`src/rtl/siso_frame_rx_if.sv`:
```
// Serial-in / word-out bundle for siso_frame_rx: serial line in, valid/ready word port
// and status pulses out. master = receiver side, slave = line driver / consumer side.
interface siso_frame_rx_if #(
  parameter int DATA_W = 8
);
  logic              Si;
  logic [DATA_W-1:0] data_out;
  logic              data_valid;
  logic              data_ready;
  logic              frame_err;
  logic              overrun;
  logic              busy;

  modport master (
    input  Si, data_ready,
    output data_out, data_valid, frame_err, overrun, busy
  );

  modport slave (
    output Si, data_ready,
    input  data_out, data_valid, frame_err, overrun, busy
  );
endinterface

```
`src/rtl/siso_frame_rx.sv`:
```
// Serial frame receiver: start(1), DATA_W bits MSB first, optional even parity, stop(0),
// feeding a 2-entry output FIFO. Define SISO_RX_PARITY_EN to add the parity bit and check.
module siso_frame_rx #(
  parameter int DATA_W = 8
) (
  input  logic                  clk,
  input  logic                  rst,
  siso_frame_rx_if.master       bus
);
  localparam int CW = $clog2(DATA_W);

`ifdef SISO_RX_PARITY_EN
  typedef enum logic [1:0] {IDLE, DATA, PARITY, STOP} state_e;
`else
  typedef enum logic [1:0] {IDLE, DATA, STOP} state_e;
`endif

  state_e            state_q, state_d;
  logic [CW-1:0]     cnt_q, cnt_d;
  logic [DATA_W-1:0] shift_q, shift_d;
  logic              par_q, par_d;
  logic [DATA_W-1:0] mem_q [2];
  logic              rd_q, wr_q;
  logic [1:0]        count_q, count_d;
  logic              ferr_q, ferr_d;
  logic              ovr_q, ovr_d;
  logic              frame_done, good, parity_ok;
  logic              push, pop, full;

`ifdef SISO_RX_PARITY_EN
  assign parity_ok = ~(^shift_q ^ par_q);
`else
  assign parity_ok = 1'b1;
`endif

  always_comb begin
    state_d    = state_q;
    cnt_d      = cnt_q;
    shift_d    = shift_q;
    par_d      = par_q;
    frame_done = 1'b0;
    good       = 1'b0;
    case (state_q)
      IDLE: begin
        if (bus.Si) begin
          state_d = DATA;
          cnt_d   = '0;
        end
      end
      DATA: begin
        shift_d = {shift_q[DATA_W-2:0], bus.Si};
        cnt_d   = cnt_q + CW'(1);
        if (cnt_q == CW'(DATA_W - 1)) begin
`ifdef SISO_RX_PARITY_EN
          state_d = PARITY;
`else
          state_d = STOP;
`endif
        end
      end
`ifdef SISO_RX_PARITY_EN
      PARITY: begin
        par_d   = bus.Si;
        state_d = STOP;
      end
`endif
      STOP: begin
        frame_done = 1'b1;
        good       = ~bus.Si & parity_ok;
        state_d    = IDLE;
      end
      default: state_d = IDLE;
    endcase
  end

  // A pop on the same edge frees the slot, so a full buffer can still accept the push.
  assign full    = (count_q == 2'd2);
  assign pop     = (count_q != 2'd0) && bus.data_ready;
  assign push    = frame_done && good && (!full || pop);
  assign ovr_d   = frame_done && good && full && !pop;
  assign ferr_d  = frame_done && !good;
  assign count_d = count_q + {1'b0, push} - {1'b0, pop};

  always_ff @(posedge clk) begin
    if (rst) begin
      state_q  <= IDLE;
      cnt_q    <= '0;
      shift_q  <= '0;
      par_q    <= 1'b0;
      mem_q[0] <= '0;
      mem_q[1] <= '0;
      rd_q     <= 1'b0;
      wr_q     <= 1'b0;
      count_q  <= 2'd0;
      ferr_q   <= 1'b0;
      ovr_q    <= 1'b0;
    end else begin
      state_q <= state_d;
      cnt_q   <= cnt_d;
      shift_q <= shift_d;
      par_q   <= par_d;
      count_q <= count_d;
      ferr_q  <= ferr_d;
      ovr_q   <= ovr_d;
      if (push) begin
        mem_q[wr_q] <= shift_q;
        wr_q        <= ~wr_q;
      end
      if (pop) rd_q <= ~rd_q;
    end
  end

  assign bus.data_out   = mem_q[rd_q];
  assign bus.data_valid = (count_q != 2'd0);
  assign bus.frame_err  = ferr_q;
  assign bus.overrun    = ovr_q;
  assign bus.busy       = (state_q != IDLE);
endmodule

```
`src/flat_wrapper.sv`:
```
// flat-port wrapper written by rule: the top's interface ports become plain ports
module siso_frame_rx_flat 
#(
  parameter int DATA_W = 8
)
  (clk, rst, bus_Si, bus_data_ready, bus_data_out, bus_data_valid, bus_frame_err, bus_overrun, bus_busy);
  siso_frame_rx_if #(.DATA_W(DATA_W)) bus_i ();
  input  logic clk;
  input  logic rst;
  input wire logic [$bits(bus_i.Si)-1:0] bus_Si;
  input wire logic [$bits(bus_i.data_ready)-1:0] bus_data_ready;
  output wire logic [$bits(bus_i.data_out)-1:0] bus_data_out;
  output wire logic [$bits(bus_i.data_valid)-1:0] bus_data_valid;
  output wire logic [$bits(bus_i.frame_err)-1:0] bus_frame_err;
  output wire logic [$bits(bus_i.overrun)-1:0] bus_overrun;
  output wire logic [$bits(bus_i.busy)-1:0] bus_busy;
  assign bus_i.Si = bus_Si;
  assign bus_i.data_ready = bus_data_ready;
  assign bus_data_out = bus_i.data_out;
  assign bus_data_valid = bus_i.data_valid;
  assign bus_frame_err = bus_i.frame_err;
  assign bus_overrun = bus_i.overrun;
  assign bus_busy = bus_i.busy;
  siso_frame_rx #(.DATA_W(DATA_W)) u_core (.clk(clk), .rst(rst), .bus(bus_i));
endmodule
```
`config.mk`:
```
export PLATFORM = sky130hd
export DESIGN_NAME = siso_frame_rx_flat
export DESIGN_NICKNAME = d
export VERILOG_FILES = /design/src/rtl/siso_frame_rx_if.sv /design/src/rtl/siso_frame_rx.sv /design/src/flat_wrapper.sv
export SDC_FILE = /design/constraint.sdc
export NUM_CORES = 1
export LEC_CHECK = 0
export CORE_UTILIZATION = 50
export DETAILED_ROUTE_END_ITERATION = 12
export GPL_TIMING_DRIVEN = 0
export HOLD_SLACK_MARGIN = 0.15
export PLACE_DENSITY = 0.72
export SLEW_MARGIN = 20
export SYNTH_ARGS = -nofsm -noshare
export SYNTH_HDL_FRONTEND = slang
export SYNTH_SLANG_ARGS = --single-unit
```
`constraint.sdc`:
```
create_clock -name clk -period 2.2 [get_ports clk]
set_input_delay 0.33 -clock clk [delete_from_list [all_inputs] [get_ports clk]]
set_output_delay 0.33 -clock clk [all_outputs]
set_load 0.01 [all_outputs]
```
==> results.yml, run 1 <==
outcome:
  status: "finished, violations left"
  violations: "design-rule violations"
sta:
  max_clock_freq_mhz: 486
  clock_skew_ps: 8.70
  rsz0062_at_grt: "false"
  timing.slew.headroom_pct: 69.2
  tns_ps: 0
  worst_slew_pin_slew_ps: 460
  period_minus_slack_ps: 2060
  period_share_pct: 93.5
  setup_viol: 0
  drv_slew: 0
  hold_violations: 0
yosys:
  ys_warn_count: 0
  synthesis.area_um2: 1490
  async_flop_share_pct: 0
  ys_ff_latch: 36
  synth_simple_gate_area_share_pct: 19.3
  syn_inst: 132
  synth_top_family_by_area: "simple AND/OR/NAND/NOR gates"
  yosys.area_share.xor_xnor_pct: 1.17
  synth_compound_area_share_pct: 7.87
  seq_area_frac_synth_pct: 59.0
  synthMuxAreaShare_pct: 7.45
  yosysUniqueCellTypes: 29
  ys.flop_type: "dfxtp_1"
  avgSynthCellArea_um2: 11.3
  synth_edf_count: 16
  syn_nets: 139
  synthAdderAreaFrac_pct: 2.51
worst_setup_path:
  r2r_cells: 5
  r2r-end: "u_core.count_q[1]$_SDFF_PP0_"
  path_cells: "mux2_2 -> clkdlybuf4s50_1"
  cp_slowest_cell: "dfxtp_1"
  rr_startpoint: "u_core.count_q[0]$_SDFF_PP0_"
  crit_arrival_ps: 1730
  start_kind: "flop"
  r2r_slack_ps: 280
  path_delay_family: "flip-flops"
  critPathBufInv: 1
  crit_path_end_kind: "output pin"
  cp_max_fo: 8
  setup.worst_path.class: "reg2out"
  critPathRequiredTime_ps: 1870
  max_stage_delay_ps: 540
floorplan:
  floorplan.initialDensity_pct: 53.3
  io_pins: 16
  die_w_um: 56.7
  die_y_um: 56.7
  die_area_um2: 3210
  num_rows: 19
  coreArea_um2: 2810
final_layout:
  drive_gt1_share_pct: 14.3
  num_antenna_cells: 0
  final_area_um2: 1730
  finalNetCount: 160
  fillers: 235
  areaGrowthSynthToFinish_pct: 15.7
cts:
  cts_sinks: 36
  numCtsBuffers: 5
  root_buffer: "clkbuf_4"
  cts_tree: "yes"
  cts_hold_buf: 0
  clk_transition_reported_paths_ps: 100
  clk_latency_ps: 340
  htreeDepth: 2
  post_cts_buffers: 0
  cts_buffer_depth: 2
global_route:
  grt_start_max_net_pins: 12
  antenna_found_initial: 0
  globalRouteOverflowTotal: 0
  grt_pass1_vias: 944
  track_usage_pct: 17.6
  grt_pass1_wl_um: 4180
drt:
  drt-initial-drc-count: 29
  ant_nets: 0
  via_count: 985
  avgRoutedWirePerCell_um: 13.4
  route.detailed.drc: 5
  firstDrtPassIters: 9
  drt-total-wl_um: 2480
  drt-vias-per-instance: 5.32
min_path:
  min_to: "u_core.shift_q[7]$_SDFFE_PP0P_"
  hp-class: "reg2reg"
  hold_path_startpoint: "u_core.shift_q[7]$_SDFFE_PP0P_"
  hold_depth: 2
place:
  portBuffers: 15
  dp_hpwl_um: 1710
  dpl_cell_area_um2: 1680
  gp_congestion: 0.762
pwr:
  p_per_area_nw_per_um2: 721
  ir_drop_v: 0.000371
  p_leak_nw: 0.718
job:
  max-cap-violations: 0
flip-flops by register name, summed over array words and instances, names as in the netlist, named ones only:
register,cells
u_core.shift_q,8
u_core.rd_q,1
u_core.mem_q,16
u_core.wr_q,1
u_core.cnt_q,3
u_core.count_q,2
u_core.bus.frame_err,1
u_core.state_q,2
u_core.bus.overrun,1
what timing repair did:
action / 4_1_cts / 5_1_grt
hold endpoints to repair: 0 / 0
resized for setup: 0 / 0
endpoints found under the setup margin: 8 / 0
per-layer routing:
metal	up-vias	part of all wire, %	global-route usage (%)
met3	5	3.8	5.30
li1	511	-	-
met4	0	2.1	10.7
met2	19	48	28.1
met5	-	0	0
met1	450	46	20.8
power by group:
group,switching (mW),leakage (nW),internal [mW]
sequential,0.0236,0.327,0.723
combinational,0.0712,0.361,0.0940
clock,0.209,0.0293,0.125
cell usage after synthesis, types with 2 or more instances:
cell type	instances	area (um2)
dfxtp_1	20	400
inv_1	4	15.0
mux2_2	9	101
nand2_1	16	60.1
clkbuf_1	7	26.3
o21ai_0	2	10.0
a22oi_1	2	15.0
nor2_1	8	30.0
or2_2	2	12.5
a21o_1	2	15.0
edfxtp_1	16	480
a21oi_1	9	45.0
ha_1	3	37.5
and3_1	17	106
cell usage in the layout, fill, tap and decap left out, types with 2 or more instances in the layout:
master           Yosys  final
edfxtp_1            16     16
ha_1                 3      3
and3_1              17     17
inv_1                4      4
clkbuf_4             0      5
dfxtp_1             20     20
a21o_1               2      2
o21ai_0              2      2
clkdlybuf4s50_1      0     15
clkbuf_1             7      8
nor2_1               8      8
nand2_1             16     16
mux2_2               9      9
a22oi_1              2      2
or2_2                2      2
a21oi_1              9      9
metrics by stage:
stage / hold WS [ps] / util [%] / worst slack, ps / instances / power [mW]
global route: 510 / 61.6 / 80.2 / 185 / 1.31
floorplan: 440 / - / 385 / 132 / 0.861
CTS: 471 / 61.6 / 116 / 185 / 1.25
detailed placement: 457 / 60.0 / -119 / 178 / 0.931
global placement: 451 / 60.0 / -90.1 / 178 / 0.926
finish: 471 / 61.6 / 144 / 185 / 1.25
worst register-to-register path: cells and delay by family, from the launching register on:
kind            cells  cell delay (ps)
compound gates      2              360
fa+ha+maj           1              300
flops               1              350
simple gates        2              840
worst max-delay path by stage:
| stage | from | end | slack (ps) | cells after the start |
|---|---|---|---|---|
| 3_5_place_dp | bus_data_ready | u_core.count_q[1]$_SDFF_PP0_ | -120 | 6 |
| 3_3_place_gp | bus_data_ready | u_core.count_q[1]$_SDFF_PP0_ | -90 | 6 |
| 6_report | flop | bus_data_out[1] | 140 | 2 |
| 5_1_grt | flop | bus_data_out[5] | 80 | 2 |
| 4_1_cts | flop | bus_data_out[5] | 120 | 2 |
| 2_1_floorplan | u_core.count_q[0]$_SDFF_PP0_ | u_core.count_q[1]$_SDFF_PP0_ | 380 | 5 |
kinds of logic (layout without fill, tap and decap cells):
logic type                 Yosys count  in the layout
AOI/OAI and AO/OA                   19             19
xor gates and xnor gates             2              2
adders and majority gates            3              3
buffers and inverters               11             33
DFF                                 36             36
muxes                               10             10
and+or+nand+nor                     51             51
area by class of cell:
cell class / count / area, um2 / area share [%]
Sequential cell: 36 / 881 / 50.9
Multi-Input combinational cell: 85 / 572 / 33.1
Timing Repair Buffer: 15 / 150 / 8.68
Clock buffer: 7 / 45.0 / 2.60
Tap cell: 31 / 38.8 / 2.24
Buffer: 6 / 22.5 / 1.30
Inverter: 4 / 15.0 / 0.868
Clock inverter: 1 / 5.00 / 0.289
Note: power is estimated with default switching activity, not from simulation.
==> run 2: changes to the inputs <==
- clock period: 2.2 -> 2.1 ns (I/O delays scaled with it)
==> run 2 against run 1 <==
The run still ends with design-rule violations left. Clock power up 5%. Wire length unchanged. Core utilization about the same. Largest cell class unchanged.
==> results.yml, run 2 (synthesis gave the netlist of run 1 again) <==
drt:
  ant_nets: 0
  avgRoutedWirePerCell_um: 13.4
  via_count: 985
  route.detailed.drc: 5
  firstDrtPassIters: 9
  drt-vias-per-instance: 5.32
  drt-initial-drc-count: 29
  drt-total-wl_um: 2480
place:
  dp_cells: 178
  dp_hpwl_um: 1710
  portBuffers: 15
  gp_congestion: 0.762
cts:
  post_cts_buffers: 0
  root_buffer: "clkbuf_4"
  clk_latency_ps: 340
  numCtsBuffers: 5
  htreeDepth: 2
  clk_transition_reported_paths_ps: 100
  post_cts_resized: 0
  cts_buffer_depth: 2
  cts_tree: "yes"
  cts_hold_buf: 0
  cts_sinks: 36
global_route:
  grt_start_max_net_pins: 12
  antenna_found_initial: 0
  track_usage_pct: 17.6
  grt_pass1_wl_um: 4180
  grt_pass1_vias: 944
  globalRouteOverflowTotal: 0
worst_setup_path:
  r2r-end: "u_core.count_q[1]$_SDFF_PP0_"
  r2r_slack_ps: 180
  cp_slowest_cell: "clkdlybuf4s50_1"
  crit_path_end_kind: "flop"
  r2r_cells: 5
  crit_start: "bus_data_ready"
  max_stage_delay_ps: 500
  rr_startpoint: "u_core.count_q[0]$_SDFF_PP0_"
  cp_max_fo: 3
  crit_path_end: "u_core.count_q[1]$_SDFF_PP0_"
  critPathRequiredTime_ps: 2370
  path_cells: "clkdlybuf4s50_1 -> o21a_1 -> ha_1 -> or4b_4 -> or3_1 -> a21oi_1"
  start_kind: "input pin"
  setup.worst_path.class: "in2reg"
  crit_arrival_ps: 2220
pwr:
  p_total_mw: 1.31
  p_leak_nw: 0.718
  ir_drop_v: 0.000389
  p_per_area_nw_per_um2: 755
min_path:
  hp-class: "reg2reg"
final_layout:
  areaGrowthSynthToFinish_pct: 15.8
  fillers: 236
  drive_gt1_share_pct: 14.9
  reg_top3: "u_core.mem_q (16), u_core.shift_q (8), u_core.cnt_q (3)"
  final_common_cell: "dfxtp_1"
  largest_reg_flops: 16
  multiInputGateArea_um2: 572
  regArea_um2: 882
  instances_no_fill: 185
  final_cell_mix: "dfxtp_1, and3_1, nand2_1, edfxtp_1, clkdlybuf4s50_1"
  regMostFlops: "u_core.mem_q"
  num_antenna_cells: 0
  finalNetCount: 160
sta:
  timing.slew.headroom_pct: 69.2
  setup_viol: 0
  worst_slew_pin_slew_ps: 460
  rsz0062_at_grt: "false"
  clock_skew_ps: 8.70
  period_share_pct: 93.1
  max_clock_freq_mhz: 512
  drv_slew: 0
  holdWs_ps: 471
  hold_violations: 0
  period_minus_slack_ps: 1950
  tns_ps: 0
floorplan:
  floorplan.initialDensity_pct: 53.3
  die_w_um: 56.7
  die_y_um: 56.7
  io_pins: 16
  die_area_um2: 3210
  coreArea_um2: 2810
  num_rows: 19
job:
  max-cap-violations: 0
outcome:
  violations: "design-rule violations"
  status: "finished, violations left"
-- run 2: cell type report --
type,instances,area share (%)
plain buffers,6,1.30
repair buffers,15,8.68
multi-input cells,85,33.0
inverters,4,0.868
well taps,31,2.24
flip-flops and latches,36,51.0
clock inverters,1,0.289
clock buffers,7,2.60
-- run 2: worst min path at each step --
stage                                         from  depth (start not counted)                             end
floorplan           u_core.shift_q[7]$_SDFFE_PP0P_                          2  u_core.shift_q[7]$_SDFFE_PP0P_
global placement    u_core.shift_q[7]$_SDFFE_PP0P_                          2  u_core.shift_q[7]$_SDFFE_PP0P_
detailed placement  u_core.shift_q[7]$_SDFFE_PP0P_                          2  u_core.shift_q[7]$_SDFFE_PP0P_
CTS                 u_core.shift_q[7]$_SDFFE_PP0P_                          2  u_core.shift_q[7]$_SDFFE_PP0P_
global route        u_core.shift_q[7]$_SDFFE_PP0P_                          2  u_core.shift_q[7]$_SDFFE_PP0P_
finish              u_core.shift_q[7]$_SDFFE_PP0P_                          2  u_core.shift_q[7]$_SDFFE_PP0P_
-- run 2: critical path, delay by kind of cell --
kind                       cells  cell delay [ps]
AOI/OAI and AO/OA              2              310
adders and majority gates      1              250
buffers and inverters          1              500
and+or+nand+nor                2              840
-- run 2: per-stage QoR --
step                      util [%]  setup WS, ps  cell area (um2)
after floorplan                  -           285             1490
after global placement        60.0          -175             1680
after detailed placement      60.0          -204             1680
after CTS                     61.6          31.0             1730
after global routing          61.7          56.1             1730
final                         61.7           145             1730
-- run 2: power breakdown --
| group | switching [mW] | leakage, nW | internal [mW] | total, mW |
|---|---|---|---|---|
| sequential | 0.0247 | 0.328 | 0.758 | 0.783 |
| combinational | 0.0746 | 0.361 | 0.0985 | 0.173 |
| clock | 0.219 | 0.0293 | 0.130 | 0.350 |
-- run 2: layer usage --
metal  global-route usage [%]  share of wire (%)  routed length [um]
met5                        0                  0                   0
met3                     5.30                3.8                  95
met4                     10.7                2.1                  52
met2                     28.1                 48                1200
met1                     20.8                 46                1130
